--- src/rtl/xy_point_player_if.sv ---
// Append/clear port of the XY point player: the frame loader pushes coordinate
// pairs; wr_valid/wr_ready follow valid/ready: a pair moves on a rising clk edge where both are high.
interface xy_point_player_if #(
    parameter int COORD_W = 8
);
    logic               load_clear;
    logic               wr_valid;
    logic [COORD_W-1:0] wr_x;
    logic [COORD_W-1:0] wr_y;
    logic               wr_ready;

    modport master (
        output load_clear,
        output wr_valid,
        output wr_x,
        output wr_y,
        input  wr_ready
    );

    modport slave (
        input  load_clear,
        input  wr_valid,
        input  wr_x,
        input  wr_y,
        output wr_ready
    );
endinterface

--- src/rtl/xy_point_player.sv ---
// Point buffer plus replay engine for an XY vector display: stores up to DEPTH
// coordinate pairs and steps through them at a programmable rate in loop/one-shot/ping-pong/hold.
module xy_point_player #(
    parameter  int COORD_W = 8,
    parameter  int DEPTH   = 32,
    parameter  int DIV_W   = 6,
    localparam int ADDR_W  = $clog2(DEPTH)
) (
    input  logic                clk,
    input  logic                reset,
    input  logic                enable,
    input  logic [DIV_W-1:0]    div_sel,
    input  logic [1:0]          mode,
    xy_point_player_if.slave    ld,
    output logic [COORD_W-1:0]  xdac,
    output logic [COORD_W-1:0]  ydac,
    output logic [ADDR_W-1:0]   point_idx,
    output logic                frame_done,
    output logic                blank,
    output logic [1:0]          state_dbg
);
    localparam int CNT_W = ADDR_W + 1;
    localparam logic [1:0] MODE_LOOP    = 2'b00;
    localparam logic [1:0] MODE_ONESHOT = 2'b01;
    localparam logic [1:0] MODE_PINGPONG = 2'b10;
    localparam logic [1:0] MODE_HOLD    = 2'b11;

    // ST_DOWN is the ping-pong return leg, ST_STOPPED the parked end of a one-shot.
    typedef enum logic [1:0] {
        ST_UP      = 2'd0,
        ST_DOWN    = 2'd1,
        ST_STOPPED = 2'd2
    } state_t;

    state_t                   state;
    state_t                   state_nxt;
    logic [CNT_W-1:0]         count;
    logic [DIV_W-1:0]         div_cnt;
    logic [1:0]               mode_q;
    logic [2*COORD_W-1:0]     mem [DEPTH];
    logic [2*COORD_W-1:0]     out_q;
    logic                     tick;
    logic                     step;
    logic                     wr_fire;
    logic                     mode_chg;
    logic [CNT_W-1:0]         last;
    logic [CNT_W-1:0]         idx_ext;
    logic [ADDR_W-1:0]        idx_nxt;
    logic                     fd_nxt;

    assign tick       = (div_cnt >= div_sel);
    assign last       = count - CNT_W'(1);
    assign idx_ext    = {1'b0, point_idx};
    assign mode_chg   = (mode != mode_q);
    assign blank      = (count == '0);
    assign ld.wr_ready = (count < CNT_W'(DEPTH)) && !ld.load_clear;
    assign wr_fire    = ld.wr_valid && ld.wr_ready;
    assign step       = tick && enable && !blank && (state != ST_STOPPED) && (mode != MODE_HOLD);
    assign state_dbg  = state;

    always_ff @(posedge clk or posedge reset) begin
        if (reset) begin
            state <= ST_UP;
        end else begin
            state <= state_nxt;
        end
    end

    always_comb begin
        state_nxt = state;
        case (state)
            ST_UP: begin
                if (step && mode == MODE_ONESHOT && idx_ext < last &&
                    idx_ext + CNT_W'(1) == last) begin
                    state_nxt = ST_STOPPED;
                end else if (step && mode == MODE_PINGPONG && idx_ext >= last &&
                             last > CNT_W'(1)) begin
                    // With only two points the turn lands on slot 0, so the leg stays up.
                    state_nxt = ST_DOWN;
                end
            end
            ST_DOWN: begin
                if (mode != MODE_PINGPONG) begin
                    state_nxt = ST_UP;
                end else if (step && point_idx <= ADDR_W'(1)) begin
                    state_nxt = ST_UP;
                end
            end
            ST_STOPPED: begin
                if (!enable || mode_chg) begin
                    state_nxt = ST_UP;
                end
            end
            default: state_nxt = ST_UP;
        endcase
        if (ld.load_clear) begin
            state_nxt = ST_UP;
        end
    end

    always_comb begin
        idx_nxt = point_idx;
        fd_nxt  = 1'b0;
        if (ld.load_clear) begin
            idx_nxt = '0;
        end else if (step) begin
            case (mode)
                MODE_LOOP: begin
                    if (idx_ext < last) begin
                        idx_nxt = point_idx + ADDR_W'(1);
                    end else begin
                        idx_nxt = '0;
                        fd_nxt  = 1'b1;
                    end
                end
                MODE_ONESHOT: begin
                    if (idx_ext < last) begin
                        idx_nxt = point_idx + ADDR_W'(1);
                        fd_nxt  = (idx_ext + CNT_W'(1) == last);
                    end else begin
                        idx_nxt = '0;
                    end
                end
                MODE_PINGPONG: begin
                    if (state == ST_DOWN) begin
                        if (point_idx != '0) begin
                            idx_nxt = point_idx - ADDR_W'(1);
                            fd_nxt  = (point_idx == ADDR_W'(1));
                        end
                    end else if (idx_ext < last) begin
                        idx_nxt = point_idx + ADDR_W'(1);
                    end else if (last != '0) begin
                        idx_nxt = point_idx - ADDR_W'(1);
                        fd_nxt  = (last == CNT_W'(1));
                    end else begin
                        fd_nxt = 1'b1;
                    end
                end
                default: idx_nxt = point_idx;
            endcase
        end else if (!blank && idx_ext > last) begin
            idx_nxt = '0;
        end
    end

    always_ff @(posedge clk or posedge reset) begin
        if (reset) begin
            count      <= '0;
            point_idx  <= '0;
            div_cnt    <= '0;
            mode_q     <= '0;
            frame_done <= 1'b0;
            out_q      <= '0;
        end else begin
            div_cnt    <= tick ? '0 : div_cnt + DIV_W'(1);
            mode_q     <= mode;
            point_idx  <= idx_nxt;
            frame_done <= fd_nxt;
            out_q      <= blank ? '0 : mem[point_idx];
            if (ld.load_clear) begin
                count <= '0;
            end else if (wr_fire) begin
                count <= count + CNT_W'(1);
            end
        end
    end

    // Storage has no reset; the count alone decides which slots are meaningful.
    always_ff @(posedge clk) begin
        if (wr_fire) begin
            mem[count[ADDR_W-1:0]] <= {ld.wr_x, ld.wr_y};
        end
    end

    assign xdac = blank ? '0 : out_q[2*COORD_W-1:COORD_W];
    assign ydac = blank ? '0 : out_q[COORD_W-1:0];
endmodule

--- src/flat_wrapper.sv ---
// flat-port wrapper written by rule: the top's interface ports become plain ports
module xy_point_player_flat 
#(
    parameter  int COORD_W = 8,
    parameter  int DEPTH   = 32,
    parameter  int DIV_W   = 6,
    localparam int ADDR_W  = $clog2(DEPTH)
)
  (clk, reset, enable, div_sel, mode, xdac, ydac, point_idx, frame_done, blank, state_dbg, ld_load_clear, ld_wr_valid, ld_wr_x, ld_wr_y, ld_wr_ready);
  xy_point_player_if #(.COORD_W(COORD_W)) ld_i ();
  input  logic clk;
  input  logic reset;
  input  logic enable;
  input  logic [DIV_W-1:0] div_sel;
  input  logic [1:0] mode;
  output logic [COORD_W-1:0] xdac;
  output logic [COORD_W-1:0] ydac;
  output logic [ADDR_W-1:0] point_idx;
  output logic frame_done;
  output logic blank;
  output logic [1:0] state_dbg;
  input wire logic [$bits(ld_i.load_clear)-1:0] ld_load_clear;
  input wire logic [$bits(ld_i.wr_valid)-1:0] ld_wr_valid;
  input wire logic [$bits(ld_i.wr_x)-1:0] ld_wr_x;
  input wire logic [$bits(ld_i.wr_y)-1:0] ld_wr_y;
  output wire logic [$bits(ld_i.wr_ready)-1:0] ld_wr_ready;
  assign ld_i.load_clear = ld_load_clear;
  assign ld_i.wr_valid = ld_wr_valid;
  assign ld_i.wr_x = ld_wr_x;
  assign ld_i.wr_y = ld_wr_y;
  assign ld_wr_ready = ld_i.wr_ready;
  xy_point_player #(.COORD_W(COORD_W), .DEPTH(DEPTH), .DIV_W(DIV_W)) u_core (.clk(clk), .reset(reset), .enable(enable), .div_sel(div_sel), .mode(mode), .ld(ld_i), .xdac(xdac), .ydac(ydac), .point_idx(point_idx), .frame_done(frame_done), .blank(blank), .state_dbg(state_dbg));
endmodule
--- config.mk ---
export PLATFORM = sky130hd
export DESIGN_NAME = xy_point_player_flat
export DESIGN_NICKNAME = d
export VERILOG_FILES = /design/src/rtl/xy_point_player_if.sv /design/src/rtl/xy_point_player.sv /design/src/flat_wrapper.sv
export SDC_FILE = /design/constraint.sdc
export NUM_CORES = 1
export LEC_CHECK = 0
export CAP_MARGIN = 20
export CORE_ASPECT_RATIO = 0.7
export CORE_MARGIN = 1
export CORE_UTILIZATION = 35
export DETAILED_ROUTE_END_ITERATION = 8
export PLACE_DENSITY = 0.47
export RECOVER_POWER = 50
export SYNTH_ARGS = -nofsm -noshare
export SYNTH_HDL_FRONTEND = slang
export SYNTH_SLANG_ARGS = --single-unit
--- constraint.sdc ---
create_clock -name clk -period 7 [get_ports clk]
set_clock_uncertainty 0.15 [all_clocks]
set_input_delay 0.7 -clock clk [delete_from_list [all_inputs] [get_ports clk]]
set_output_delay 0.7 -clock clk [all_outputs]
set_load 0.005 [all_outputs]
==> flow_summary.yaml <==
drt:
  firstDrtPassIters: 6
  vias: 10869
  first_iter_violations: 951
  wirelength_um: 57320
  avgRoutedWirePerCell_um: 27.87
  drc_errors: 0
  ant_nets: 0
  routed_via_density: 5.284
logic_synthesis:
  syn_area_mm2: 0.02224
  syn_inst: 1131
  synth.avg_cell_area_um2: 19.66
  synthDistinctLibCells: 65
  synth.net_count: 1181
  synth-edff-count: 512
  ys_warn_count: 0
  synthArstFlopShare_pct: 6.909
  ys_ff_latch: 550
  synthFlopType: "edfxtp_1"
  seq_area_frac_synth_pct: 73.41
clock_tree:
  numCtsBuffers: 52
  cts_resized: 0
  htree_levels: 2
  hold_buffers: 0
  clk_pin_slew_ns: 0.07
  root_buffer: "clkbuf_16"
  cts_tree: "built"
  clockBufferDepth: 3
  post_cts_buffers: 0
  cts.sinks: 550
  worstSkewPairLatency_ns: 0.56
placed_design:
  dp_hpwl_um: 35770
  gp_congestion: 0.7961
  io_buffers: 54
timing:
  finalCritPeriodShare_pct: 60.88
  hold_viol: 0
  slew_headroom_pct: -41.91
  setup_violations: 0
  rsz0062_at_grt: "no"
  worstMarginPinSlew_ns: 2.129
  final.setup.tns_ns: 0
  maxSlewViolCount: 571
  period_needed_ns: 4.262
  fmax_mhz: 234.6
worst_setup_path:
  crit_end: "blank"
  r2r_start: "u_core.count[0]"
  r2r-end: "u_core.point_idx[1]"
  crit_arrival_ns: 3.41
  critPathKind: "reg -> out"
  cp-start-kind: "register"
  path_cells: "nor2_1 > nand3_1 > inv_2 > clkdlybuf4s50_1"
  cp_slowest_cell: "dfrtp_1"
  endpoint_kind: "primary output"
  r2r_cells: 11
  crit_start: "u_core.count[2]"
  critPathMaxFanout: 19
  crit_required_ns: 6.15
  r2r_setup_slack_ns: 3.04
  max_stage_delay_ns: 0.69
floorplanning:
  die_area_mm2: 0.06457
  die_w_um: 303.3
  coreArea_mm2: 0.06219
  ios: 55
  die_h_um: 212.9
  placementRows: 76
  initial_core_util_pct: 35.76
global_route:
  grt_use_total_pct: 18.06
  grt_max_degree: 76
  grt_first_pass_wirelength_um: 81780
  overflow: 0
  antenna_found_initial: 4
  grt_pass1_vias: 10743
power_and_ir_drop:
  leakagePower_nw: 7.977
  power_density_mw_per_mm2: 274.5
  power_mw: 6.984
  ir_worst_vdd_mv: 0.1673
final_layout:
  layout-drive-gt1-share_pct: 22.87
  utilization_pct: 40.91
  fin_nets: 1244
  syn_to_final_growth_pct: 14.40
flow_run:
  cap_violations: 17
outcome:
  violations: "max-capacitance violations, max-slew violations"
  status: "complete, but fails checks"
min_path:
  worstHoldPathType: "reg -> reg"
-- worst min path at each step --
stage,from,end,cells after the start
floorplan,u_core.div_cnt[0],u_core.div_cnt[0],1
global route,u_core.div_cnt[0],u_core.div_cnt[0],1
CTS,u_core.div_cnt[0],u_core.div_cnt[0],1
global placement,u_core.div_cnt[0],u_core.div_cnt[0],1
finish,u_core.div_cnt[0],u_core.div_cnt[0],1
detailed placement,u_core.div_cnt[0],u_core.div_cnt[0],1
-- metrics by stage --
stage / hold slack [ns] / instance area (um2) / setup slack [ns] / instances
2_1_floorplan: 0.3036 / 22240 / 3.593 / 1131
3_3_place_gp: 0.3310 / 23680 / 2.976 / 1959
3_5_place_dp: 0.3408 / 23680 / 2.939 / 1959
4_1_cts: 0.3503 / 25460 / 2.700 / 2052
5_1_grt: 0.3839 / 25430 / 2.568 / 2052
6_report: 0.3432 / 25440 / 2.738 / 2057
-- power by group --
part	internal [mW]	leakage (nW)	total, mW	switching, mW
Clock	1.76	0.850	2.98	1.22
Combinational	0.123	2.02	0.344	0.221
Sequential	3.63	5.11	3.66	0.0274
-- registers in the layout, summed over array words and instances (netlist names) --
register / flops
u_core.count: 6
u_core.div_cnt: 6
u_core.frame_done: 1
u_core.mem: 512
u_core.mode_q: 2
u_core.out_q: 16
u_core.point_idx: 5
u_core.state_dbg: 2
-- cells in the final DEF (no fill, tap or decap), types with 12 or more instances in the layout --
cell             instances
nor3_1                  15
clkdlybuf4s50_1         33
ha_1                    21
dfrtp_1                 35
clkbuf_16               53
clkbuf_1                27
inv_1                   17
nor2_2                  32
a21oi_1                 19
and2_1                  17
mux2i_1                 25
nand2_1                 21
nor2_1                  78
nand3_1                 12
edfxtp_1               512
o21ai_0                 14
mux4_2                 146
-- cell usage after synthesis (all sizes together), types with 2 or more instances --
library cell | number | area share (%)
nand3b | 7 | 0.24
nor3 | 15 | 0.34
o211ai | 3 | 0.12
mux2i | 25 | 1.1
mux4 | 146 | 15
a31oi | 3 | 0.084
o22ai | 8 | 0.23
o41ai | 2 | 0.079
nand3 | 12 | 0.27
clkbuf | 30 | 0.51
nand2 | 21 | 0.35
nand4 | 4 | 0.11
and2 | 17 | 0.48
dfrtp | 38 | 4.3
buf | 27 | 0.61
a21o | 2 | 0.067
inv | 19 | 0.32
nand2b | 4 | 0.11
nor2 | 110 | 1.9
o31a | 2 | 0.079
and3 | 2 | 0.056
nor4b | 2 | 0.079
ha | 21 | 1.2
nor4 | 4 | 0.25
or3b | 2 | 0.079
a21oi | 19 | 0.43
or2 | 4 | 0.11
xnor2 | 11 | 0.43
o32a | 2 | 0.090
edfxtp | 512 | 69
o21ai | 15 | 0.35
xor2 | 8 | 0.32
o21bai | 8 | 0.27
or3 | 3 | 0.11
nor2b | 4 | 0.11
-- layout make-up --
type / count / area, um2
antenna: 5 / 12.51
clock buffer: 64 / 1368
clock inverter: 29 / 407.9
fill: 5557 / 36750
inverter: 19 / 71.32
multi-input combinational: 505 / 5673
sequential: 550 / 16330
tap: 819 / 1025
timing repair buffer: 66 / 550.5
-- layer usage --
| metal | routed length (um) | share of wire (%) | GRT usage [%] | vias to the layer above |
|---|---|---|---|---|
| met5 | 0 | 0 | 0 | - |
| met4 | 823 | 1.4 | 3.119 | 0 |
| met3 | 4126 | 7.2 | 4.548 | 55 |
| met2 | 24180 | 42 | 24.98 | 330 |
| met1 | 28190 | 49 | 28.62 | 5777 |
| li1 | - | - | - | 4707 |
-- kinds of logic after synthesis --
kind of cell,count (synthesis),synth area share [%]
compound gates,81,2.650
flops,550,73.41
buf+inv,76,1.440
simple gates,212,4.613
xor+xnor,19,0.7483
mux,171,15.91
fa+ha+maj,22,1.227
-- worst max-delay path, delay by kind of cell, from the launching register on --
| family | cells | cell delay (ns) |
|---|---|---|
| buf+inv | 2 | 1.22 |
| flops | 1 | 0.69 |
| simple gates | 2 | 0.94 |
(Power assumes the default switching activity.)
==> patch 1 (same flow settings) <==
Put one more register stage on the output `state_dbg`, without a reset. The value now appears one clock later. The other outputs are not delayed to match.
--- a/src/rtl/xy_point_player.sv
+++ b/src/rtl/xy_point_player.sv
@@ -56,7 +56,9 @@
     assign ld.wr_ready = (count < CNT_W'(DEPTH)) && !ld.load_clear;
     assign wr_fire    = ld.wr_valid && ld.wr_ready;
     assign step       = tick && enable && !blank && (state != ST_STOPPED) && (mode != MODE_HOLD);
-    assign state_dbg  = state;
+    always_ff @(posedge clk) begin
+        state_dbg <= state;
+    end
 
     always_ff @(posedge clk or posedge reset) begin
         if (reset) begin
Check against the original RTL: not equivalent (Yosys sat finds a counterexample within 4 cycles, from zero or initial values and one cycle with reset high).
==> patch 1 against the original RTL <==
- the flow still finishes with violations (max-capacitance violations, max-slew violations)
- final area decreased by 0.98%
- via count decreased by 1.7%
- sequential share of layout area increased by 0.80 points
- wire length increased by 1.3%
- register-to-register slack got worse by 0.12 ns
- sequential cell count increased by 2
- total power decreased by 1.1%
- synthesized area decreased by 0.53%
- worst setup slack got worse by 0.22 ns
- largest cell class unchanged
==> patch 1: results (changes against the original RTL) <==
<table>
<tr><th>Metric</th><th>Value</th></tr>
<tr><th colspan="2">Synth</th></tr>
<tr><td>Net count after synthesis</td><td>1131 (was 1181)</td></tr>
<tr><td>Ys async rst share</td><td>6.88% (was 6.91%)</td></tr>
<tr><td>Count of cell types in the netlist</td><td>62 (was 65)</td></tr>
<tr><td>Portion of the post-synthesis area used by sequential elements</td><td>74.0% (was 73.4%)</td></tr>
<tr><td>Largest cells by area after synthesis</td><td>sky130_fd_sc_hd__edfxtp_1 70%, sky130_fd_sc_hd__mux4_2 15%, sky130_fd_sc_hd__dfrtp_1 4.3% (was sky130_fd_sc_hd__edfxtp_1 69%, sky130_fd_sc_hd__mux4_2 15%, sky130_fd_sc_hd__dfrtp_1 4.3%)</td></tr>
<tr><th colspan="2">Status</th></tr>
<tr><td>Status</td><td>complete, but fails checks (unchanged)</td></tr>
<tr><td>Violations in the final reports</td><td>max-capacitance violations, max-slew violations (unchanged)</td></tr>
<tr><th colspan="2">Power</th></tr>
<tr><td>Largest voltage drop on the vdd net</td><td>157 µV (was 167 µV)</td></tr>
<tr><th colspan="2">Place</th></tr>
<tr><td>DP Wirelength</td><td>35.7 mm (was 35.8 mm)</td></tr>
<tr><td>Final estimated routing congestion in global placement</td><td>0.796 (about the same)</td></tr>
<tr><td>Pre-CTS setup slack</td><td>2.82 ns (was 2.94 ns)</td></tr>
<tr><th colspan="2">Finish</th></tr>
<tr><td>Fillers</td><td>5503 (was 5557)</td></tr>
<tr><td>Count of nets after finishing</td><td>1194 (was 1244)</td></tr>
<tr><td>Fraction of final layout cells with drive strength greater than 1</td><td>24.0% (was 22.9%)</td></tr>
<tr><th colspan="2">Drt</th></tr>
<tr><td>Router iterations before antenna repair</td><td>5 (was 6)</td></tr>
<tr><td>Via density</td><td>5.34 (was 5.28)</td></tr>
<tr><td>1st-iter DRT viols</td><td>995 (was 951)</td></tr>
<tr><th colspan="2">Critical path</th></tr>
<tr><td>Crit path DAT</td><td>3.63 ns (was 3.41 ns)</td></tr>
<tr><td>Worst reg2reg path depth</td><td>8 (was 11)</td></tr>
<tr><td>Worst-path fanout max</td><td>18 (was 19)</td></tr>
<tr><th colspan="2">GRT</th></tr>
<tr><td>Global routing usage summed across all routing layers</td><td>18.6% (was 18.1%)</td></tr>
<tr><td>Wire length of the first global-routing pass</td><td>82.8 mm (was 81.8 mm)</td></tr>
<tr><td>Number of antenna violations at the first check in global routing</td><td>20 (was 4)</td></tr>
<tr><th colspan="2">Timing</th></tr>
<tr><td>Max Slew Vio Count</td><td>569 (was 571)</td></tr>
<tr><th colspan="2">CTS</th></tr>
<tr><td>CTS Buf Count</td><td>53 (was 52)</td></tr>
<tr><td>Later-pin clock latency in the skew report</td><td>0.61 ns (was 0.56 ns)</td></tr>
<tr><th colspan="2">Flow run</th></tr>
<tr><td>Number of maximum-capacitance violations</td><td>17 (unchanged)</td></tr>
</table>
patch 1: cells by family (layout without fill, tap and decap cells):
logic type               count (synthesis)  after routing  synth area share, %
flip-flops                             552            552                 74.0
multiplexers                           185            185                 16.8
AND/OR/NAND/NOR                        161            161                 3.61
buffers and inverters                   73            172                 1.36
AO/OA/AOI/OAI                           70             70                 2.23
adder cells (fa/ha/maj)                 21             21                 1.19
XOR/XNOR                                19             19                0.814
other                                    0              2                    0
patch 1: worst max-delay path, stage by stage, from the launching register on:
cell	delay [ns]
sky130_fd_sc_hd__dfrtp_1	0.56
sky130_fd_sc_hd__or3_1	0.62
sky130_fd_sc_hd__or3b_1	0.74
sky130_fd_sc_hd__inv_2	0.50
sky130_fd_sc_hd__clkdlybuf4s50_1	0.59
patch 1: layout make-up:
cell class,instances,share of cell area [%]
clock inverter,21,0.904
clock buffer,70,5.60
antenna,2,0.0199
tap,819,4.07
inverter,15,0.223
sequential,552,65.0
timing repair buffer,66,2.21
multi-input combinational,456,22.0
patch 1: path summary, 6_finish.rpt:
check,slack (ns),endpoint
worst min register to register,0.34,u_core.div_cnt[0]$_DFF_PP0_
worst max register to register,2.92,u_core.point_idx[3]$_DFFE_PP0P_
worst max-delay path,2.52,blank
worst min-delay path,0.34,u_core.div_cnt[0]$_DFF_PP0_
min in group asynchronous,0.93,u_core.out_q[7]$_DFF_PP0_
max in group asynchronous,4.53,u_core.point_idx[1]$_DFFE_PP0P_
patch 1: per-layer routing:
| layer | part of all wire, % | wire length [µm] | GRT usage [%] |
|---|---|---|---|
| met5 | 0 | 0 | 0 |
| met4 | 1.9 | 1090 | 4.37 |
| met1 | 48 | 27800 | 29.3 |
| met3 | 8.1 | 4720 | 4.33 |
| met2 | 42 | 24400 | 25.7 |
patch 1: power by group:
group | total [W] | switching, W | internal (W)
Sequential | 0.00368 | 0.0000344 | 0.00365
Combinational | 0.000430 | 0.000263 | 0.000167
Clock | 0.00280 | 0.00124 | 0.00156
patch 1: metrics by stage:
stage	cells	total power, W	instance area, µm²
3_3_place_gp	1908	0.00419	23600
5_1_grt	1999	0.00714	25200
3_5_place_dp	1908	0.00420	23600
2_1_floorplan	1081	0.00399	22100
4_1_cts	1999	0.00698	25200
6_report	2001	0.00691	25200
==> patch 2 (config.mk and constraints unchanged) <==
Without the edit above. `DIV_W` is set to 6 in 2 places; all go to 8.
--- a/src/rtl/xy_point_player.sv
+++ b/src/rtl/xy_point_player.sv
@@ -3,7 +3,7 @@
 module xy_point_player #(
     parameter  int COORD_W = 8,
     parameter  int DEPTH   = 32,
-    parameter  int DIV_W   = 6,
+    parameter  int DIV_W   = 8,
     localparam int ADDR_W  = $clog2(DEPTH)
 ) (
     input  logic                clk,
--- a/src/flat_wrapper.sv
+++ b/src/flat_wrapper.sv
@@ -3,7 +3,7 @@
 #(
     parameter  int COORD_W = 8,
     parameter  int DEPTH   = 32,
-    parameter  int DIV_W   = 6,
+    parameter  int DIV_W   = 8,
     localparam int ADDR_W  = $clog2(DEPTH)
 )
   (clk, reset, enable, div_sel, mode, xdac, ydac, point_idx, frame_done, blank, state_dbg, ld_load_clear, ld_wr_valid, ld_wr_x, ld_wr_y, ld_wr_ready);
Interface: changed (resized div_sel); port bits go from 55 to 57. No check against the original RTL was run, so the function may have changed too.
==> patch 2 against the original RTL <==
- the flow still finishes with violations (max-capacitance violations, max-slew violations)
- worst setup slack improved by 0.079 ns
- global-route usage up 0.68 points
- sequential share of layout area grew 0.48 points
- synthesized area shrank 0.77%
- total power fell by 0.18%
- final area is 0.44% lower
- wire length increased by 2.5%
- sequential cell count up 2
- critical path type unchanged
- highest routed layer unchanged
==> patch 2: results (changes against the original RTL) <==
<table>
<tr><th>Metric</th><th>Value</th></tr>
<tr><th colspan="2">Status</th></tr>
<tr><td>Status</td><td>complete, but fails checks (unchanged)</td></tr>
<tr><td>Violations in the final reports</td><td>max-capacitance violations, max-slew violations (unchanged)</td></tr>
<tr><th colspan="2">Flow run</th></tr>
<tr><td>Number of maximum-capacitance violations</td><td>17 (unchanged)</td></tr>
<tr><th colspan="2">Finish</th></tr>
<tr><td>Fraction of final layout cells with drive strength greater than 1</td><td>24.4% (was 22.9%)</td></tr>
<tr><td>Fillers</td><td>5433 (was 5557)</td></tr>
<tr><td>Count of nets after finishing</td><td>1185 (was 1244)</td></tr>
<tr><th colspan="2">Drt</th></tr>
<tr><td>Count of vias placed by the detailed router</td><td>10900 (about the same)</td></tr>
<tr><td>Total Wirelength</td><td>58.7 mm (was 57.3 mm)</td></tr>
<tr><td>Router iterations before antenna repair</td><td>4 (was 6)</td></tr>
<tr><th colspan="2">Critical path</th></tr>
<tr><td>Crit path DAT</td><td>3.33 ns (was 3.41 ns)</td></tr>
<tr><td>Worst-path fanout max</td><td>18 (was 19)</td></tr>
<tr><th colspan="2">Synth</th></tr>
<tr><td>Net count after synthesis</td><td>1110 (was 1181)</td></tr>
<tr><td>Largest cells by area after synthesis</td><td>sky130_fd_sc_hd__edfxtp_1 70%, sky130_fd_sc_hd__mux4_2 16%, sky130_fd_sc_hd__dfrtp_1 4.5% (was sky130_fd_sc_hd__edfxtp_1 69%, sky130_fd_sc_hd__mux4_2 15%, sky130_fd_sc_hd__dfrtp_1 4.3%)</td></tr>
<tr><td>Portion of the post-synthesis area used by sequential elements</td><td>74.2% (was 73.4%)</td></tr>
<tr><td>Count of cell types in the netlist</td><td>56 (was 65)</td></tr>
<tr><td>Ys async rst share</td><td>7.25% (was 6.91%)</td></tr>
<tr><th colspan="2">Place</th></tr>
<tr><td>DP Wirelength</td><td>36.3 mm (was 35.8 mm)</td></tr>
<tr><td>Final estimated routing congestion in global placement</td><td>0.852 (was 0.796)</td></tr>
<tr><td>PortBufs</td><td>56 (was 54)</td></tr>
<tr><td>Pre-CTS setup slack</td><td>2.84 ns (was 2.94 ns)</td></tr>
<tr><th colspan="2">Timing</th></tr>
<tr><td>Worst slew margin relative to its limit</td><td>-44.2% (was -41.9%)</td></tr>
<tr><td>Max Slew Vio Count</td><td>569 (was 571)</td></tr>
<tr><th colspan="2">GRT</th></tr>
<tr><td>Number of antenna violations at the first check in global routing</td><td>12 (was 4)</td></tr>
<tr><td>Wire length of the first global-routing pass</td><td>83.0 mm (was 81.8 mm)</td></tr>
<tr><th colspan="2">Power</th></tr>
<tr><td>Largest voltage drop on the vdd net</td><td>194 µV (was 167 µV)</td></tr>
<tr><td>Pleak</td><td>7.84 nW (was 7.98 nW)</td></tr>
</table>
patch 2: metrics by stage:
step | std cells | instance area, µm² | hold slack, ns | power, W | utilization [%]
6_report | 1994 | 25300 | 0.387 | 0.00697 | 40.9
5_1_grt | 1993 | 25300 | 0.434 | 0.00719 | 40.9
4_1_cts | 1993 | 25400 | 0.398 | 0.00704 | 41.0
3_5_place_dp | 1892 | 23600 | 0.390 | 0.00410 | 38.1
3_3_place_gp | 1892 | 23600 | 0.379 | 0.00410 | 38.1
2_1_floorplan | 1055 | 22100 | 0.337 | 0.00392 | -
patch 2: cell families (layout without fill, tap and decap cells):
logic type / Yosys count / in the layout / synth area share, %
muxes: 177 / 177 / 17.1
AOI/OAI and AO/OA: 44 / 44 / 1.50
other: 0 / 1 / 0
xor gates and xnor gates: 23 / 23 / 0.913
buffers and inverters: 67 / 186 / 1.16
DFF: 552 / 552 / 74.2
adders and majority gates: 24 / 24 / 1.36
and+or+nand+nor: 168 / 168 / 3.76
patch 2: cell type report:
class | instances | area share (%)
Clock inverter | 32 | 1.22
Timing Repair Buffer | 69 | 2.27
Sequential cell | 552 | 64.7
Tap cell | 819 | 4.05
Antenna cell | 1 | 0.00988
Multi-Input combinational cell | 436 | 21.8
Clock buffer | 69 | 5.76
Inverter | 16 | 0.237
patch 2: critical path, cell delays in order, from the launching register on:
cell and delay [ns]:
sky130_fd_sc_hd__dfrtp_1 0.58, sky130_fd_sc_hd__inv_1 0.19, sky130_fd_sc_hd__ha_1 0.27, sky130_fd_sc_hd__nand2_1 0.40, sky130_fd_sc_hd__clkinv_1 0.64, sky130_fd_sc_hd__clkdlybuf4s50_1 0.65
patch 2: layer usage:
metal	global-route usage, %	up-vias	part of all wire, %	wire, µm
li1	-	4496	-	-
met1	30.9	5883	51	29700
met2	24.6	416	40	23600
met3	4.43	60	7.9	4660
met4	3.71	0	1.2	729
met5	0	-	0	0
patch 2: final timing paths:
path | start | to | slack [ns]
setup / recovery | u_core.count[0]$_DFFE_PP0P_ | blank | 2.82
max in group asynchronous | reset | u_core.point_idx[0]$_DFFE_PP0P_ | 4.64
hold / removal | u_core.div_cnt[0]$_DFF_PP0_ | u_core.div_cnt[0]$_DFF_PP0_ | 0.39
min in group asynchronous | reset | u_core.mode_q[0]$_DFF_PP0_ | 0.90
setup reg to reg | u_core.count[0]$_DFFE_PP0P_ | u_core.point_idx[4]$_DFFE_PP0P_ | 3.04
hold reg to reg | u_core.div_cnt[0]$_DFF_PP0_ | u_core.div_cnt[0]$_DFF_PP0_ | 0.39
patch 2: report_power, final:
part           internal, W  total [W]  switching [W]
registers          0.00365    0.00368      0.0000317
clock network      0.00169    0.00295        0.00126
logic             0.000128   0.000347       0.000219
